**src/rtl/ascon_perm_engine.sv**
```systemverilog
// -----------------------------------------------------------------------------
// ascon_perm_engine
//
// Iterative Ascon-p permutation engine. A request carries a 320-bit state and
// a round count; the engine applies the last n = min(in_rounds, 12) rounds of
// Ascon-p (round indices 12-n .. 11), UROL rounds per clock, and presents the
// result until the consumer takes it.
//
// Parameters
//   UROL        rounds applied per clock (1 or 2)
//   MAX_ROUNDS  round ceiling (12); larger in_rounds values are clamped
//
// Ports
//   clk        clock, all state updates on the rising edge
//   rst        asynchronous active-high reset
//   in_valid   request present on in_state / in_rounds
//   in_ready   engine idle and accepting a request
//   in_rounds  requested number of rounds (0..15)
//   in_state   input state, x0 in [319:256] down to x4 in [63:0]
//   out_valid  out_state holds a finished result
//   out_ready  consumer takes the result this cycle
//   out_state  result, same word layout as in_state
//   busy       engine is running or holding a result
// -----------------------------------------------------------------------------
module ascon_perm_engine #(
    parameter int UROL       = 1,
    parameter int MAX_ROUNDS = 12
) (
    input  logic         clk,
    input  logic         rst,
    input  logic         in_valid,
    output logic         in_ready,
    input  logic [3:0]   in_rounds,
    input  logic [319:0] in_state,
    output logic         out_valid,
    input  logic         out_ready,
    output logic [319:0] out_state,
    output logic         busy
);

    typedef enum logic [1:0] {
        IDLE = 2'd0,
        RUN  = 2'd1,
        DONE = 2'd2
    } fsm_t;

    localparam logic [3:0] LAST_IDX = 4'(MAX_ROUNDS);
    localparam bit         UNROLL2  = (UROL == 32'sd2);

    // Rotate a 64-bit lane right by amt positions.
    function automatic logic [63:0] ror64(input logic [63:0] x, input logic [5:0] amt);
        logic [127:0] dbl;
        dbl = {x, x} >> amt;
        return dbl[63:0];
    endfunction

    // One full Ascon round with round index idx.
    function automatic logic [319:0] ascon_round(input logic [319:0] s, input logic [3:0] idx);
        logic [63:0] x0, x1, x2, x3, x4;
        logic [63:0] t0, t1, t2, t3, t4;
        x0 = s[319:256];
        x1 = s[255:192];
        x2 = s[191:128];
        x3 = s[127:64];
        x4 = s[63:0];
        // round constant: upper nibble counts down while lower counts up
        x2 = x2 ^ {56'd0, 4'hF - idx, idx};
        x0 = x0 ^ x4;
        x4 = x4 ^ x3;
        x2 = x2 ^ x1;
        // chi-like layer, every operand taken from the pre-update lanes
        t0 = x0 ^ (~x1 & x2);
        t1 = x1 ^ (~x2 & x3);
        t2 = x2 ^ (~x3 & x4);
        t3 = x3 ^ (~x4 & x0);
        t4 = x4 ^ (~x0 & x1);
        t1 = t1 ^ t0;
        t0 = t0 ^ t4;
        t3 = t3 ^ t2;
        t2 = ~t2;
        x0 = t0 ^ ror64(t0, 6'd19) ^ ror64(t0, 6'd28);
        x1 = t1 ^ ror64(t1, 6'd61) ^ ror64(t1, 6'd39);
        x2 = t2 ^ ror64(t2, 6'd1)  ^ ror64(t2, 6'd6);
        x3 = t3 ^ ror64(t3, 6'd10) ^ ror64(t3, 6'd17);
        x4 = t4 ^ ror64(t4, 6'd7)  ^ ror64(t4, 6'd41);
        return {x0, x1, x2, x3, x4};
    endfunction

    fsm_t         fsm_r;
    logic [3:0]   round_idx_r;
    logic [319:0] state_r;
    logic         in_ready_r;
    logic         out_valid_r;
    logic         busy_r;

    logic [319:0] round1_s;
    logic [319:0] round2_s;
    logic [319:0] next_state_s;
    logic [3:0]   next_idx_s;
    logic [3:0]   rounds_clamped_s;

    // Round datapath: one or two rounds per cycle; the second is bypassed
    // when only one round remains so odd counts finish exactly on index 12.
    always_comb begin
        round1_s = ascon_round(state_r, round_idx_r);
        round2_s = ascon_round(round1_s, round_idx_r + 4'd1);
        if (UNROLL2 && (round_idx_r <= (LAST_IDX - 4'd2))) begin
            next_state_s = round2_s;
            next_idx_s   = round_idx_r + 4'd2;
        end else begin
            next_state_s = round1_s;
            next_idx_s   = round_idx_r + 4'd1;
        end
    end

    // Clamp the requested round count to the permutation's round ceiling.
    always_comb begin
        if (in_rounds > LAST_IDX) begin
            rounds_clamped_s = LAST_IDX;
        end else begin
            rounds_clamped_s = in_rounds;
        end
    end

    // Control FSM with state register, round index and registered outputs.
    always_ff @(posedge clk or posedge rst) begin
        if (rst) begin
            fsm_r       <= IDLE;
            round_idx_r <= 4'd0;
            state_r     <= 320'd0;
            in_ready_r  <= 1'b1;
            out_valid_r <= 1'b0;
            busy_r      <= 1'b0;
        end else begin
            case (fsm_r)
                IDLE: begin
                    if (in_valid) begin
                        state_r     <= in_state;
                        round_idx_r <= LAST_IDX - rounds_clamped_s;
                        in_ready_r  <= 1'b0;
                        busy_r      <= 1'b1;
                        if (rounds_clamped_s == 4'd0) begin
                            fsm_r       <= DONE;
                            out_valid_r <= 1'b1;
                        end else begin
                            fsm_r       <= RUN;
                            out_valid_r <= 1'b0;
                        end
                    end
                end
                RUN: begin
                    state_r     <= next_state_s;
                    round_idx_r <= next_idx_s;
                    if (next_idx_s == LAST_IDX) begin
                        fsm_r       <= DONE;
                        out_valid_r <= 1'b1;
                    end
                end
                DONE: begin
                    if (out_ready) begin
                        fsm_r       <= IDLE;
                        in_ready_r  <= 1'b1;
                        out_valid_r <= 1'b0;
                        busy_r      <= 1'b0;
                    end
                end
                default: begin
                    fsm_r       <= IDLE;
                    round_idx_r <= 4'd0;
                    in_ready_r  <= 1'b1;
                    out_valid_r <= 1'b0;
                    busy_r      <= 1'b0;
                end
            endcase
        end
    end

    assign in_ready  = in_ready_r;
    assign out_valid = out_valid_r;
    assign busy      = busy_r;
    assign out_state = state_r;

endmodule

```
**config.mk**
```make
export PLATFORM = sky130hd
export DESIGN_NAME = ascon_perm_engine
export DESIGN_NICKNAME = d
export VERILOG_FILES = /design/src/rtl/ascon_perm_engine.sv
export SDC_FILE = /design/constraint.sdc
export NUM_CORES = 2
export LEC_CHECK = 0
export CORE_AREA = 2 2 257 259
export CTS_CLUSTER_SIZE = 40
export DETAILED_ROUTE_END_ITERATION = 10
export DIE_AREA = 0 0 259 261
export PLACE_DENSITY = 0.84
export SYNTH_ARGS = -nofsm -noshare
export SYNTH_HDL_FRONTEND = slang
export SYNTH_SLANG_ARGS = --single-unit
```
**constraint.sdc**
```tcl
create_clock -name clk -period 34.9 [get_ports clk]
set_input_delay 6.98 -clock clk [delete_from_list [all_inputs] [get_ports clk]]
set_output_delay 6.98 -clock clk [all_outputs]
set_load 0.005 [all_outputs]
```
# After elaboration in Yosys (flattened, before gate mapping)

Cells that the tools add are included.

Mux-type cells: 20
Reductions and logical operators: 7
Div/mod/pow operators: 0
Add/sub/neg operators: 3
Order comparisons: 1
Multiply operators: 0
Equality and inequality tests: 6
Bitwise gates (word level): 35
Shifts and indexed selects: 0

Operators with widths:

| kind                                                 | number |
|---|---|
| XOR 64 bit                                           | 21 |
| case mux 320 bit (2 select lines)                    | 1 |
| NOT 64 bit                                           | 6 |
| bitwise AND 64 bit                                   | 5 |
| two-way mux 320 bit                                  | 1 |
| XOR 64 x 8 -> 64 bit                                 | 1 |
| case mux 4 bit (3 select lines)                      | 1 |
| case mux 1 bit (3 select lines)                      | 3 |
| two-way mux 2 bit                                    | 4 |
| two-way mux 4 bit                                    | 2 |
| subtractor 4 bit, first input constant               | 2 |
| two-way mux 1 bit                                    | 7 |
| != test 2 bit, second input constant                 | 3 |
| case mux 2 bit (3 select lines)                      | 1 |
| AND reduction 3 bit                                  | 2 |
| adder 4 x 1 -> 4 bit, second input constant          | 1 |
| equality test 4 bit, second input constant           | 1 |
| greater-than comparator 4 bit, second input constant | 1 |
| zero test 4 bit                                      | 1 |
| AND reduction 2 bit                                  | 2 |
| equality test 2 x 1 -> 1 bit, second input constant  | 1 |
| equality test 2 bit, second input constant           | 1 |
| zero test 2 bit                                      | 1 |
| NOT 1 bit                                            | 2 |
| nonzero test 2 bit                                   | 1 |

Memories kept: 0
Output and inout port bits: 323
Flip-flop bits (word level): 329
Latch bits: 0
RAM bits: 0
Word-level logic and storage cells: 78
Memory bits (read-only): 0

# Logic depth before layout (Yosys ltp)

Depth after elaboration: 10
Gate-level depth with buffers: 9
Gate-level depth less buffers: 7

# Least setup slack after synthesis

No wires, ideal clock.

Path kind: input port to flip-flop
Start point: input in_valid
End point: register state_r[122] (netlist: out_state[122])
Setup time: 137 ps
Data required time: 34,763 ps
Stages on the path: 8
Arrival time: 8,309 ps
Buffers on the path: 4
Path slack: 26,454 ps
Cell sequence: clkbuf_1 -> nor2b_1 -> buf_2 -> clkbuf_1 -> clkbuf_1 -> nor2_1 -> a211oi_1 -> a21oi_1

Cells in the longest elaborated chain, start to end: 2

Ends and longest elaborated chain:

| item                          | RTL line | text |
|---|---|---|
| from (decl)                   | 31       | `input logic in_valid,` |
| != test 2 bit (no line)       | -        |  |
| AND reduction 2 bit (no line) | -        |  |
| to (signal assigned)          | 138      | `state_r <= in_state;` |
| to (signal assigned)          | 152      | `state_r <= next_state_s;` |
| to (decl)                     | 91       | `logic [319:0] state_r;` |

No other way between the ends.
A chain may end at the register's enable or synchronous reset.

# Worst setup path after layout

Start point: input in_valid
End point: register state_r[224] (netlist: out_state[224])

Same word-level chain as after synthesis.

==> impl_metrics.tcl <==
set metrics [dict create \
    setup_slack_ns 25.38 \
    initial_utilization 0.4648 \
    worst_pin_slew_ns 1.364 \
    dp_hpwl_um 117100 \
    fin_worst_skew_ns 0.02342 \
    period_share 0.2727 \
    htree_levels 2 \
    synthesis.nets 3601 \
    worstPathRequired_ns 35.31 \
    synth-edff-count 0 \
    core-area_um2 65040 \
    clock_latency_ns 0.60 \
    synthDistinctLibCells 45 \
    numCtsBuffers 42 \
    dpl-instance-area_um2 37470 \
    max_stage_delay_ns 0.64 \
    clockBufferDepth 3 \
    dr.pass1.iters 9 \
    drt_wl_total_um 145600 \
    tns_ns 0 \
    antenna_found_initial 13 \
    grt_pass1_wl_um 198000 \
    place_worst_setup_slack_ns 24.94 \
    port-buffer-count 650 \
    die_x_um 259 \
    syn_area_um2 30230 \
    drv_cap 0 \
    synthArstFlopShare 1.000 \
    final_common_cell "clkdlybuf4s50_1" \
    grt_max_degree 242 \
    grtUsageTotal 0.4196 \
    die_height_um 261 \
    path_clk_slew_ns 0.06 \
    post_cts_buffers 0 \
    overflow 0 \
    crit_arrival_ns 9.93 \
    grt_pass1_vias 26560 \
    mostFrequentLayoutCells "clkdlybuf4s50_1, nand2_1, xnor2_1" \
    final_util 0.5989 \
    stdcell_area_um2 38950 \
    cp_slowest_cell "nor2b_4" \
    root_buffer "clkbuf_16" \
    drtIter0Drc 3639 \
    gp_congestion 1.119 \
    multi_input_area_um2 20780 \
    status "finished, final reports clean" \
    whs_path_depth 2 \
    min_period_ns 9.519 \
    cts_resized 0 \
    crit_chain "clkdlybuf4s50_1 > buf_4 > nor2b_4 > buf_12 > nor2_1 > a211oi_1 > a21oi_1" \
    yosysSeqAreaShare 0.2716 \
    wl_per_cell_um 31.58 \
    cts.sinks 328 \
    ys.warnings.count 0 \
    synthTopCellsByArea "dfrtp_1, xnor3_1, xnor2_1, nand2_1, xor2_1" \
    r2r_cells 6 \
    hp-class "reg2reg" \
    pin_count 651 \
    yosysTopAreaCellShare 0.2707 \
    setup_viol 0 \
    grt_setup_unrepaired "no" \
    holdPathEnd "in_ready" \
    syn_inst 3142 \
    area_growth_syn_to_layout_pct 28.87 \
    die-area_um2 67600 \
    min_from "in_ready" \
    drive_above_1_share 0.02594 \
    start_kind "primary input" \
    avgSynthCellArea_um2 9.621 \
    cp_max_fo 241 \
    worstReg2RegStart "fsm_r[1]" \
    nNetsFinal 4168 \
    hold_violations 0 \
    end_kind "flop" \
    rows 94 \
    slew_violations 0 \
    max_clock_freq_mhz 105.1 \
    crit_type "in2reg" \
    viasPerCell 6.041 \
    ys.flop_type "dfrtp_1" \
    drc 0 \
    postRouteAntennaNets 0 \
    r2r_setup_slack_ns 30.79 \
    cts_hold_buf 0 \
    synth_seq_cells 328 \
    fillers 5563 \
    maxSlewHeadroom 0.08394 \
    final-seq-area_um2 8209 \
    yosys.area.top_type "dfrtp_1" \
    reg2reg_to "out_state[195]" \
    vias 27850 \
    tritoncts "built" \
]
[synth_stat cells, types with 2 or more instances]
| library cell | n |
|---|---|
| a32oi_1 | 4 |
| buf_1 | 14 |
| maj3_1 | 55 |
| a21oi_1 | 183 |
| o32ai_1 | 2 |
| o21a_1 | 27 |
| buf_2 | 23 |
| o22ai_1 | 6 |
| clkbuf_1 | 106 |
| nand3b_1 | 2 |
| nand2b_1 | 2 |
| o21ai_1 | 3 |
| a21o_1 | 7 |
| a211oi_1 | 99 |
| a22oi_1 | 6 |
| o211ai_1 | 27 |
| mux2i_1 | 62 |
| o22a_1 | 5 |
| a31oi_1 | 65 |
| dfrtp_1 | 327 |
| xnor2_2 | 2 |
| nand2_1 | 498 |
| xor3_1 | 8 |
| xnor3_1 | 249 |
| o21ai_0 | 119 |
| and3_1 | 58 |
| inv_1 | 189 |
| ha_1 | 131 |
| nor2_1 | 208 |
| xnor2_1 | 431 |
| xor2_1 | 210 |
[critical path, delay by kind of cell]
| family | cells | cell delay, ns |
|---|---|---|
| buffers and inverters | 3 | 1.40 |
| AOI/OAI and AO/OA | 2 | 0.36 |
| and+or+nand+nor | 2 | 0.73 |
[worst max-delay path by stage]
| stage | slack, ns | end | startpoint |
|---|---|---|---|
| detailed placement | 24.94 | out_state[195] | in_valid |
| floorplan | 18.84 | busy | rst |
| finish | 25.38 | out_state[224] | in_valid |
| global route | 25.26 | out_state[34] | in_valid |
| global placement | 25.01 | out_state[195] | in_valid |
| CTS | 25.56 | out_state[195] | in_valid |
[final cells by class]
| cell class | count | share of cell area |
|---|---|---|
| well taps | 864 | 0.02775 |
| diodes | 7 | 0.0004497 |
| multi-input cells | 2481 | 0.5334 |
| clock inverters | 11 | 0.003662 |
| inverters | 190 | 0.01850 |
| flip-flops and latches | 328 | 0.2107 |
| clock buffers | 64 | 0.03408 |
| repair buffers | 666 | 0.1714 |
[cell families (layout without fill, tap and decap cells)]
kind of cell,count (synthesis),count (layout),synth area share
xor gates and xnor gates,903,903,0.3809
and+or+nand+nor,773,773,0.1015
AOI/OAI and AO/OA,557,557,0.1107
buffers and inverters,333,931,0.04230
DFF,328,328,0.2716
adders and majority gates,186,186,0.07244
muxes,62,62,0.02053
other,0,7,0
[state kept, by name (all words and copies together), names as in the netlist]
signal       flops
in_ready         1
round_idx_r      4
busy             1
out_state      320
fsm_r            2
[metal layers]
metal	wire, um	GRT usage	part of all wire
met1	50800	0.4970	0.35
met4	12580	0.2908	0.086
met5	47	0	0.00032
met2	62200	0.6329	0.43
met3	20000	0.1581	0.14
[per-stage QoR]
step / hold slack (ns) / instances
floorplan: 0.4805 / 3142
global placement: 0.4842 / 4529
detailed placement: 0.5007 / 4529
CTS: 0.5136 / 4604
global route: 0.5376 / 4606
finish: 0.5094 / 4611
Power is left out: the tool's default activity adds up to more than one toggle a clock period on the data nets, which glitch-free logic cannot reach.
